--- src/rtl/strided_buffer_reader_pkg.sv ---
// Shared definitions for the strided feature-map buffer: shape bus layout, default geometry
// and the reader FSM encoding.
package strided_buffer_reader_pkg;

    localparam int unsigned N_BUF_X_DEFAULT    = 5;
    localparam int unsigned B_BUF_ADDR_DEFAULT = 9;
    localparam int unsigned DATA_WIDTH_DEFAULT = 64;
    localparam int unsigned B_SHAPE_DEFAULT    = 25;

    localparam int unsigned W_LSB    = 0;
    localparam int unsigned H_LSB    = 9;
    localparam int unsigned C_LSB    = 18;
    localparam int unsigned W_BITS   = 9;
    localparam int unsigned H_BITS   = 9;
    localparam int unsigned C_BITS   = 7;
    localparam int unsigned COL_BITS = 16;

    typedef enum logic [1:0] {
        StIdle  = 2'd0,
        StSetup = 2'd1,
        StRun   = 2'd2,
        StDrain = 2'd3
    } rd_state_e;

    // Words occupied by one column in a bank.
    function automatic logic [COL_BITS-1:0] col_words(input logic [H_BITS-1:0] h,
                                                      input logic [C_BITS-1:0] nc);
        return COL_BITS'(h) * COL_BITS'(nc);
    endfunction

endpackage

--- src/rtl/strided_rd_skid.sv ---
// Two-entry fall-through FIFO between the bank reads and the consumer; an empty FIFO
// presents the pushed word in the same cycle.
module strided_rd_skid #(
    parameter int unsigned WIDTH = 65
) (
    input  logic             clk,
    input  logic             rstn,
    input  logic             clr,
    input  logic             push,
    input  logic [WIDTH-1:0] push_data,
    output logic [1:0]       count,
    output logic             out_valid,
    input  logic             out_ready,
    output logic [WIDTH-1:0] out_data
);

    logic [WIDTH-1:0] mem_q [2];
    logic             rd_ptr_q, wr_ptr_q;
    logic [1:0]       count_q;
    logic             empty, store, deq;

    always_comb begin
        empty     = (count_q == 2'd0);
        out_valid = !empty || push;
        out_data  = empty ? push_data : mem_q[rd_ptr_q];
        // Bypassed words never occupy an entry.
        store     = push && !(empty && out_ready);
        deq       = !empty && out_ready;
    end

    always_ff @(posedge clk) begin
        if (!rstn || clr) begin
            rd_ptr_q <= 1'b0;
            wr_ptr_q <= 1'b0;
            count_q  <= 2'd0;
        end else begin
            if (store) wr_ptr_q <= !wr_ptr_q;
            if (deq)   rd_ptr_q <= !rd_ptr_q;
            count_q <= count_q + {1'b0, store} - {1'b0, deq};
        end
    end

    always_ff @(posedge clk) begin
        if (store) mem_q[wr_ptr_q] <= push_data;
    end

    assign count = count_q;

endmodule

--- src/rtl/strided_buffer_reader.sv ---
// Read side of the strided feature-map buffer: walks a stride-1 window of N_BUF_X columns
// across the banks, rotates bank outputs into column order and streams them out.
module strided_buffer_reader
    import strided_buffer_reader_pkg::*;
#(
    parameter int unsigned N_BUF_X    = N_BUF_X_DEFAULT,
    parameter int unsigned B_BUF_ADDR = B_BUF_ADDR_DEFAULT,
    parameter int unsigned B_SHAPE    = B_SHAPE_DEFAULT,
    parameter int unsigned DATA_WIDTH = DATA_WIDTH_DEFAULT
) (
    input  logic                           clk,
    input  logic                           rstn,
    input  logic                           clr,
    input  logic                           start,
    input  logic [B_SHAPE-1:0]             shape,
    output logic [B_BUF_ADDR*N_BUF_X-1:0]  rdaddr,
    input  logic [DATA_WIDTH*N_BUF_X-1:0]  bram_do,
    output logic [DATA_WIDTH*N_BUF_X-1:0]  out_data,
    output logic                           out_valid,
    input  logic                           out_ready,
    output logic                           out_last,
    output logic                           busy,
    output logic                           done
);

    localparam int unsigned RB     = (N_BUF_X > 1) ? $clog2(N_BUF_X) : 1;
    localparam int unsigned DW_ALL = DATA_WIDTH * N_BUF_X;

    rd_state_e                      state_q;
    logic [W_BITS-1:0]              w_q, xo_q;
    logic [H_BITS-1:0]              h_q, y_q;
    logic [C_BITS-1:0]              nc_q, c_q;
    logic [COL_BITS-1:0]            col_size_q, off_q;
    logic [B_BUF_ADDR-1:0]          base_q [N_BUF_X];
    logic [RB-1:0]                  rot_q, tag_rot_q;
    logic                           inflight_q, tag_last_q, done_q;
    logic [B_BUF_ADDR*N_BUF_X-1:0]  rdaddr_q, rdaddr_d;
    logic [1:0]                     fifo_count;
    logic [2:0]                     occupancy;
    logic                           issue, c_wrap, y_wrap, last_issue;
    logic [DW_ALL-1:0]              rot_data;
    logic [DW_ALL:0]                fifo_out;

    always_comb begin
        occupancy  = {1'b0, fifo_count} + {2'b0, inflight_q};
        issue      = (state_q == StRun) && (occupancy < 3'd2);
        c_wrap     = (c_q == nc_q - C_BITS'(1));
        y_wrap     = (y_q == h_q - H_BITS'(1));
        last_issue = (xo_q == w_q - W_BITS'(N_BUF_X)) && y_wrap && c_wrap;
        rdaddr_d   = rdaddr_q;
        if (issue) begin
            for (int b = 0; b < N_BUF_X; b++) begin
                rdaddr_d[b*B_BUF_ADDR +: B_BUF_ADDR] = base_q[b] + off_q[B_BUF_ADDR-1:0];
            end
        end
    end

    // Lane k takes the bank holding column xo+k.
    always_comb begin
        rot_data = '0;
        for (int k = 0; k < N_BUF_X; k++) begin
            for (int r = 0; r < N_BUF_X; r++) begin
                if (tag_rot_q == RB'(r)) begin
                    rot_data[k*DATA_WIDTH +: DATA_WIDTH] =
                        bram_do[((r + k) % N_BUF_X)*DATA_WIDTH +: DATA_WIDTH];
                end
            end
        end
    end

    always_ff @(posedge clk) begin
        if (!rstn || clr) begin
            state_q    <= StIdle;
            w_q        <= '0;
            h_q        <= '0;
            nc_q       <= '0;
            col_size_q <= '0;
            xo_q       <= '0;
            y_q        <= '0;
            c_q        <= '0;
            off_q      <= '0;
            rot_q      <= '0;
            tag_rot_q  <= '0;
            tag_last_q <= 1'b0;
            inflight_q <= 1'b0;
            done_q     <= 1'b0;
            rdaddr_q   <= '0;
            for (int b = 0; b < N_BUF_X; b++) base_q[b] <= '0;
        end else begin
            done_q     <= 1'b0;
            inflight_q <= issue;
            tag_rot_q  <= rot_q;
            tag_last_q <= issue && last_issue;
            rdaddr_q   <= rdaddr_d;
            unique case (state_q)
                StIdle: begin
                    if (start) begin
                        w_q     <= shape[W_LSB +: W_BITS];
                        h_q     <= shape[H_LSB +: H_BITS];
                        nc_q    <= shape[C_LSB +: C_BITS];
                        state_q <= StSetup;
                    end
                end
                StSetup: begin
                    col_size_q <= col_words(h_q, nc_q);
                    xo_q       <= '0;
                    y_q        <= '0;
                    c_q        <= '0;
                    off_q      <= '0;
                    rot_q      <= '0;
                    for (int b = 0; b < N_BUF_X; b++) base_q[b] <= '0;
                    if (w_q < W_BITS'(N_BUF_X) || h_q == '0 || nc_q == '0) begin
                        done_q  <= 1'b1;
                        state_q <= StIdle;
                    end else begin
                        state_q <= StRun;
                    end
                end
                StRun: begin
                    if (issue) begin
                        if (!c_wrap) begin
                            c_q   <= c_q + C_BITS'(1);
                            off_q <= off_q + COL_BITS'(1);
                        end else if (!y_wrap) begin
                            c_q   <= '0;
                            y_q   <= y_q + H_BITS'(1);
                            off_q <= off_q + COL_BITS'(1);
                        end else begin
                            // Window slides: the bank of column xo now serves column xo+N_BUF_X.
                            c_q   <= '0;
                            y_q   <= '0;
                            off_q <= '0;
                            xo_q  <= xo_q + W_BITS'(1);
                            rot_q <= (rot_q == RB'(N_BUF_X - 1)) ? '0 : rot_q + RB'(1);
                            for (int b = 0; b < N_BUF_X; b++) begin
                                if (rot_q == RB'(b)) begin
                                    base_q[b] <= base_q[b] + col_size_q[B_BUF_ADDR-1:0];
                                end
                            end
                        end
                        if (last_issue) state_q <= StDrain;
                    end
                end
                StDrain: begin
                    if (out_valid && out_ready && out_last) begin
                        done_q  <= 1'b1;
                        state_q <= StIdle;
                    end
                end
                default: state_q <= StIdle;
            endcase
        end
    end

    strided_rd_skid #(
        .WIDTH(DW_ALL + 1)
    ) u_skid (
        .clk      (clk),
        .rstn     (rstn),
        .clr      (clr),
        .push     (inflight_q),
        .push_data({tag_last_q, rot_data}),
        .count    (fifo_count),
        .out_valid(out_valid),
        .out_ready(out_ready),
        .out_data (fifo_out)
    );

    assign out_data = fifo_out[DW_ALL-1:0];
    assign out_last = fifo_out[DW_ALL];
    assign rdaddr   = rdaddr_d;
    assign busy     = (state_q != StIdle);
    assign done     = done_q;

endmodule

--- config.mk ---
export PLATFORM = sky130hd
export DESIGN_NAME = strided_buffer_reader
export DESIGN_NICKNAME = d
export VERILOG_FILES = /design/src/rtl/strided_buffer_reader_pkg.sv /design/src/rtl/strided_rd_skid.sv /design/src/rtl/strided_buffer_reader.sv
export SDC_FILE = /design/constraint.sdc
export NUM_CORES = 2
export LEC_CHECK = 0
export CELL_PAD_IN_SITES_DETAIL_PLACEMENT = 0
export CELL_PAD_IN_SITES_GLOBAL_PLACEMENT = 2
export CORE_MARGIN = 2
export CORE_UTILIZATION = 31
export CTS_CLUSTER_SIZE = 8
export DETAILED_ROUTE_END_ITERATION = 12
export PLACE_DENSITY = 0.79
export SLEW_MARGIN = 15
export SYNTH_ARGS = -nofsm -noshare
export SYNTH_HDL_FRONTEND = slang
export SYNTH_SLANG_ARGS = --single-unit
export TNS_END_PERCENT = 20
--- constraint.sdc ---
create_clock -name clk -period 18.6 [get_ports clk]
set_clock_uncertainty 0.15 [all_clocks]
set_input_delay 3.72 -clock clk [delete_from_list [all_inputs] [get_ports clk]]
set_output_delay 3.72 -clock clk [all_outputs]
set_load 0.03 [all_outputs]
**After elaboration in Yosys (flattened, before gate mapping)**

Memories as Yosys holds them, arrays and structs flattened. A register that Yosys moved wholly into a read port is not among the register bits.
Cells that the tools add are included.

- Register bits: 135
- Latch bits: 0
- Bits in writable memories: 687
- ROM bits: 0
- Word-level logic and storage cells: 215
- Memories kept: 2

- Add/subtract/negate cells: 21
- $mul: 1
- Div/mod/pow operators: 0
- Order comparisons: 2
- Equality and inequality tests: 20
- Shift-type cells: 0
- Multiplexer cells: 110
- Bitwise logic cells: 10
- Reduce and logical (&&, ||, !) cells: 31

Memories:

| memory | depth | width | rd ports | clocked after memory_dff | wr ports | RTL line | RTL |
|---|---|---|---|---|---|---|---|
| u_skid.mem_q | 2 | 321 | 1 | 1 | 1 | strided_rd_skid.sv:17 | `logic [WIDTH-1:0] mem_q [2];` |
| base_q | 5 | 9 | 5 | 0 | 5 | strided_buffer_reader.sv:34 | `logic [B_BUF_ADDR-1:0] base_q [N_BUF_X];` |

Operator list:

| cell | count |
|---|---|
| $mux W64 | 25 |
| $mux W321 | 1 |
| $mux W9 | 16 |
| $add A9 B9 Y9 | 10 |
| $mux W16 | 3 |
| $mux W1 | 46 |
| $mux W45 | 1 |
| $pmux W9 S2 | 2 |
| $pmux W16 S2 | 1 |
| $add A9 B1 Y9 const B | 2 |
| $eq A9 B9 Y1 | 2 |
| $add A16 B1 Y16 const B | 1 |
| $mux W7 | 2 |
| $pmux W7 S2 | 1 |
| $eq A3 B2 Y1 const B | 4 |
| $mux W3 | 4 |
| $ne A2 B2 Y1 const B | 6 |
| $mux W2 | 5 |
| $or A1 B1 Y1 | 10 |
| $logic_and A1 B1 Y1 | 9 |
| $logic_not A9 Y1 | 1 |
| $lt A9 B3 Y1 const B | 1 |
| $mul A9 B7 Y9 | 1 |
| $sub A9 B1 Y9 const B | 1 |
| other kinds (25) | 40 |

**Longest topological paths before layout**

- Depth after elaboration: 10
- Depth in mapped cells: 17
- Mapped depth without buffers: 16

**Modules after synthesis**

Synthesis repeated with hierarchy kept, for this count alone.

- Cells, all modules: 4910
- Area total of the unflattened synthesis: 48423.9 um^2

By module, submodules not included:

| module | instances | cells each | area an instance (um^2) | seq. area each (um^2) |
|---|---|---|---|---|
| strided_rd_skid | 1 | 1740 | 27146.0 | 19378.6 |
| strided_buffer_reader | 1 | 3170 | 21277.9 | 3833.7 |

**Worst setup path before layout**

Ideal clock, no wire load.

- Kind: input to register
- Start point: in out_ready
- End point: mem u_skid.mem_q[0][0] (netlist name), enable pin
- Library setup time: 1.049 ns
- Data arrival time: 18.158 ns
- Required time: 17.401 ns
- Path slack: -0.756 ns
- Stages: 2
- Cells stage by stage: a21boi_0 nor2b_1

- Longest elaborated chain between the ends: 5

RTL lines:

| element | RTL line | RTL |
|---|---|---|
| start: declaration | strided_buffer_reader.sv:20 | `input logic out_ready,` |
| $logic_and A1 B1 Y1 | strided_rd_skid.sv:27 | `store = push && !(empty && out_ready);` |
| $logic_not A1 Y1 | strided_rd_skid.sv:27 |  |
| $logic_and A1 B1 Y1 | strided_rd_skid.sv:27 |  |
| $mux W1 | strided_rd_skid.sv:44 | `if (store) mem_q[wr_ptr_q] <= push_data;` |
| $mux W1 (not written as such) | strided_rd_skid.sv:44 |  |
| end: declaration | strided_rd_skid.sv:17 |  |

No other way between the ends.

**Worst setup path in the final report**

- Start point: in bram_do[82]
- End point: out out_data[18]

- Longest elaborated chain between the ends: 5

RTL lines:

| element | RTL line | RTL |
|---|---|---|
| start: declaration | strided_buffer_reader.sv:17 | `input logic [DATA_WIDTH*N_BUF_X-1:0] bram_do,` |
| $mux W64 (4 in a row) | strided_buffer_reader.sv:63 | `if (tag_rot_q == RB'(r)) begin` |
| via rot_data[18] | strided_buffer_reader.sv:41 | `logic [DW_ALL-1:0] rot_data;` |
| $mux W321 | strided_rd_skid.sv:25 | `out_data = empty ? push_data : mem_q[rd_ptr_q];` |
| end: declaration | strided_buffer_reader.sv:18 | `output logic [DATA_WIDTH*N_BUF_X-1:0] out_data,` |

The timed path passes the listed nets, and every way through them passes these cells.

==> flow_summary.yaml <==
layout:
  share_of_cells_above_drive_strength_1: 0.0403
  net_count_reported_at_finish: 5912
  layout_commonest_cell: "sky130_fd_sc_hd__nand2_1"
  final.fill_count: 14800
  final_cell_mix: "sky130_fd_sc_hd__nand2_1 (829), sky130_fd_sc_hd__clkdlybuf4s50_1 (718), sky130_fd_sc_hd__o21ai_0 (694), sky130_fd_sc_hd__edfxtp_1 (687), sky130_fd_sc_hd__mux2i_1 (651)"
  final-instance-count-excl-fill: 7518
  area_growth_syn_to_layout_pct: 25.9
placed_design:
  finalWeightedCongestion: 0.863
  place.detailed.hpwl_um: 117000
  dpl.cell_count: 7324
  place.port_buffers: 718
drt:
  routed_wire_length_um: 165000
  drtPass1Iterations: 7
  drtAntennaViolNets: 0
  routedWlPerCell_um: 22.0
  detail_route.vias_per_cell: 5.01
  drc: 0
  routed-via-count: 37700
  dr.first_iter.drc_count: 2565
  routed_met3_length_um: 10100
  highest_layer: "met5"
  routed-wl-met2_um: 76400
  route.layer.met1.wl_um: 73800
die:
  die-area_um2: 155000
  starting_utilization_of_the_core_area: 0.313
  placementRows: 142
  ioPinCount: 719
  fp.dieH_um: 394
  die-width_um: 394
  core_area_um2: 150000
logic_synthesis:
  synth-warning-count: 0
  synth_cells: 4887
  yosysUniqueCellTypes: 60
  synthDominantCellAreaShare: 0.438
  post_synth_instance_area_um2: 47100
  async_reset_ff_frac: 0
  synth_top_area_cell: "sky130_fd_sc_hd__edfxtp_1"
  synth.avg_cell_area_um2: 9.63
  synth_enable_flop_cells: 687
  ys_top_cells_by_area: "sky130_fd_sc_hd__edfxtp_1 (44%), sky130_fd_sc_hd__mux2i_1 (14%), sky130_fd_sc_hd__o21ai_0 (7.4%), sky130_fd_sc_hd__nand2_1 (6.6%), sky130_fd_sc_hd__dfxtp_1 (5.5%)"
  postSynthRegisterBits: 816
  ys_seq_area_frac: 0.493
  synth_nets: 5374
  ys_dominant_reg_cell: "sky130_fd_sc_hd__edfxtp_1"
clock_tree:
  tritoncts_clock_tree: "built"
  clock_sink_count: 816
  clock_latency_ns: 0.74
  cts_repair_resize_count: 0
  worst_setup_hold_path_clk_slew_ns: 0.05
  postCtsSetupBuffers: 0
  cts-hold-fix-buffers: 0
  maximum_clock_insertion_buffer_count: 3
  cts_made_buffers: 115
  clockRootBuffer: "sky130_fd_sc_hd__clkbuf_16"
  cts_max_level: 3
job:
  cap_viol_max_count: 0
setup_path:
  critical_path_launch_point: "bram_do[82]"
  timing.critical_path.depth: 8
  worst_path_dominant_cell_family: "buffers and inverters"
  crit-reg2reg-launch: "u_skid.count[1]"
  crit_path_arrival_time_ns: 6.64
  crit_buf_inv: 2
  critical_path.slowest_cell: "sky130_fd_sc_hd__clkdlybuf4s50_1"
  cp_max_fo: 3
  critPathLaunchType: "primary input"
  cp_slowest_stage_delay_ns: 0.82
  timing_worst_setup_path_type: "primary input to primary output"
  r2r.worst_path.cells: 6
  path_cells: "clkdlybuf4s50_1, mux2i_1, nor2_1, a21oi_1, o21ai_0, nand2_1, o21ai_0, clkdlybuf4s50_1"
  critical_path_required_ns: 14.73
  cp-end-kind: "primary output"
global_routing:
  number_of_antenna_violations_at_the_first_check_in_global_routing: 31
  first_global_vias: 36100
  grt_start_max_net_pins: 250
  groute.usage.overall: 0.206
  grt_pass1_wl_um: 242000
  globalRoute.totalOverflow: 0
timing:
  post-route-period-util: 0.565
  worst_slew_margin_rel: 0.111
  timing.final.max_slew_violations: 0
  finalHoldViolCount: 0
  achievable-frequency_ghz: 0.0952
  fin_crit_ns: 10.51
  rsz0062_at_grt: "no"
  tightest_slew_ns: 1.33
  totalNegativeSetupSlack_ns: 0
  setup_viol_count_final: 0
worst_hold_path:
  timing.hold.worst.start: "rdaddr_q[3]"
  hold_path.class: "register to register"
  holdPathStages: 2
power_and_ir_drop:
  leakagePower_nw: 19.9
  ir_drop_mv: 0.0788
  final_power_mw: 4.43
  power_density_nw_per_um2: 74.8
status:
  outcome: "complete, no violations"
cell type report:
cell class / instances / area [µm²] / share of cell area
multi-input combinational: 3624 / 22200 / 0.375
timing repair buffer: 766 / 7610 / 0.128
sequential: 816 / 23200 / 0.392
clock inverter: 10 / 173 / 0.00291
inverter: 102 / 383 / 0.00646
clock buffer: 168 / 3120 / 0.0526
antenna: 16 / 40.0 / 0.000675
tap: 2016 / 2520 / 0.0426
per-layer routing:
| metal | global-route usage | vias up |
|---|---|---|
| li1 | - | 18500 |
| met1 | 0.274 | 18000 |
| met2 | 0.331 | 951 |
| met3 | 0.0473 | 223 |
| met4 | 0.0628 | 20 |
| met5 | 0 | - |
worst min-delay path, stage by stage (launching register included):
cell and delay [ns]:
sky130_fd_sc_hd__dfxtp_1 0.29, sky130_fd_sc_hd__nand2_1 0.06, sky130_fd_sc_hd__a21oi_1 0.05
Yosys cell counts, types with 4 or more instances:
cell type,number
sky130_fd_sc_hd__or3_1,10
sky130_fd_sc_hd__a21boi_0,12
sky130_fd_sc_hd__o21bai_1,7
sky130_fd_sc_hd__nor3_1,25
sky130_fd_sc_hd__buf_1,76
sky130_fd_sc_hd__nand3_1,35
sky130_fd_sc_hd__nand3b_1,4
sky130_fd_sc_hd__a21oi_1,436
sky130_fd_sc_hd__nor2_1,423
sky130_fd_sc_hd__nor3b_1,15
sky130_fd_sc_hd__a31oi_1,5
sky130_fd_sc_hd__xnor2_1,66
sky130_fd_sc_hd__o21ai_0,694
sky130_fd_sc_hd__xor2_1,46
sky130_fd_sc_hd__nand2b_1,6
sky130_fd_sc_hd__mux2_2,6
sky130_fd_sc_hd__dfxtp_1,129
sky130_fd_sc_hd__and2_1,44
sky130_fd_sc_hd__nor4b_1,6
sky130_fd_sc_hd__edfxtp_1,687
sky130_fd_sc_hd__nor4_1,8
sky130_fd_sc_hd__buf_2,4
sky130_fd_sc_hd__o21ba_2,5
sky130_fd_sc_hd__nand4_1,10
sky130_fd_sc_hd__o31ai_1,14
sky130_fd_sc_hd__nor2b_1,23
sky130_fd_sc_hd__fa_1,27
sky130_fd_sc_hd__nor3_2,11
sky130_fd_sc_hd__a21o_1,31
sky130_fd_sc_hd__ha_1,110
sky130_fd_sc_hd__or2_2,4
sky130_fd_sc_hd__o21a_1,6
sky130_fd_sc_hd__and3_1,12
sky130_fd_sc_hd__mux2i_1,651
sky130_fd_sc_hd__clkbuf_1,263
sky130_fd_sc_hd__nand2_1,830
sky130_fd_sc_hd__a211oi_1,12
sky130_fd_sc_hd__inv_1,102
where the power goes:
group / switching (mW) / internal (mW)
logic: 0.280 / 0.193
clock network: 0.821 / 1.14
registers: 0.00862 / 1.99
total: 1.11 / 3.32
kinds of logic after synthesis:
kind of cell,after synthesis,synth area share
simple gates,1477,0.131
compound gates,1241,0.139
flops,816,0.493
mux,657,0.140
buf+inv,447,0.0361
fa+ha+maj,137,0.0407
xor+xnor,112,0.0208
through the flow:
step	hold slack [ns]	cell area [µm²]	util	setup WS [ns]
2_1_floorplan	0.275	47100	-	5.47
3_3_place_gp	0.284	55900	0.372	8.06
3_5_place_dp	0.297	55900	0.372	8.09
4_1_cts	0.309	59200	0.394	8.08
5_1_grt	0.334	59300	0.394	8.03
6_report	0.309	59300	0.394	8.09
registers in the layout, indices dropped and copies added (netlist names), 2 cells and up, named ones only:
name and cells:
xo_q 9, nc_q 7, u_skid.mem_q 642, tag_rot_q 3, h_q 9, base_q 45, c_q 7, rdaddr_q 45
rot_q 3, off_q 9, u_skid.count 2, y_q 9, w_q 9, col_size_q 9
final timing paths:
check,to,slack [ns]
worst max-delay path,out_data[18],8.09
worst min-delay path,rdaddr_q[3],0.31
worst max register to register,u_skid.mem_q[0][312],13.56
worst min register to register,rdaddr_q[3],0.31
No activity file was read; power rests on OpenSTA's default activity.
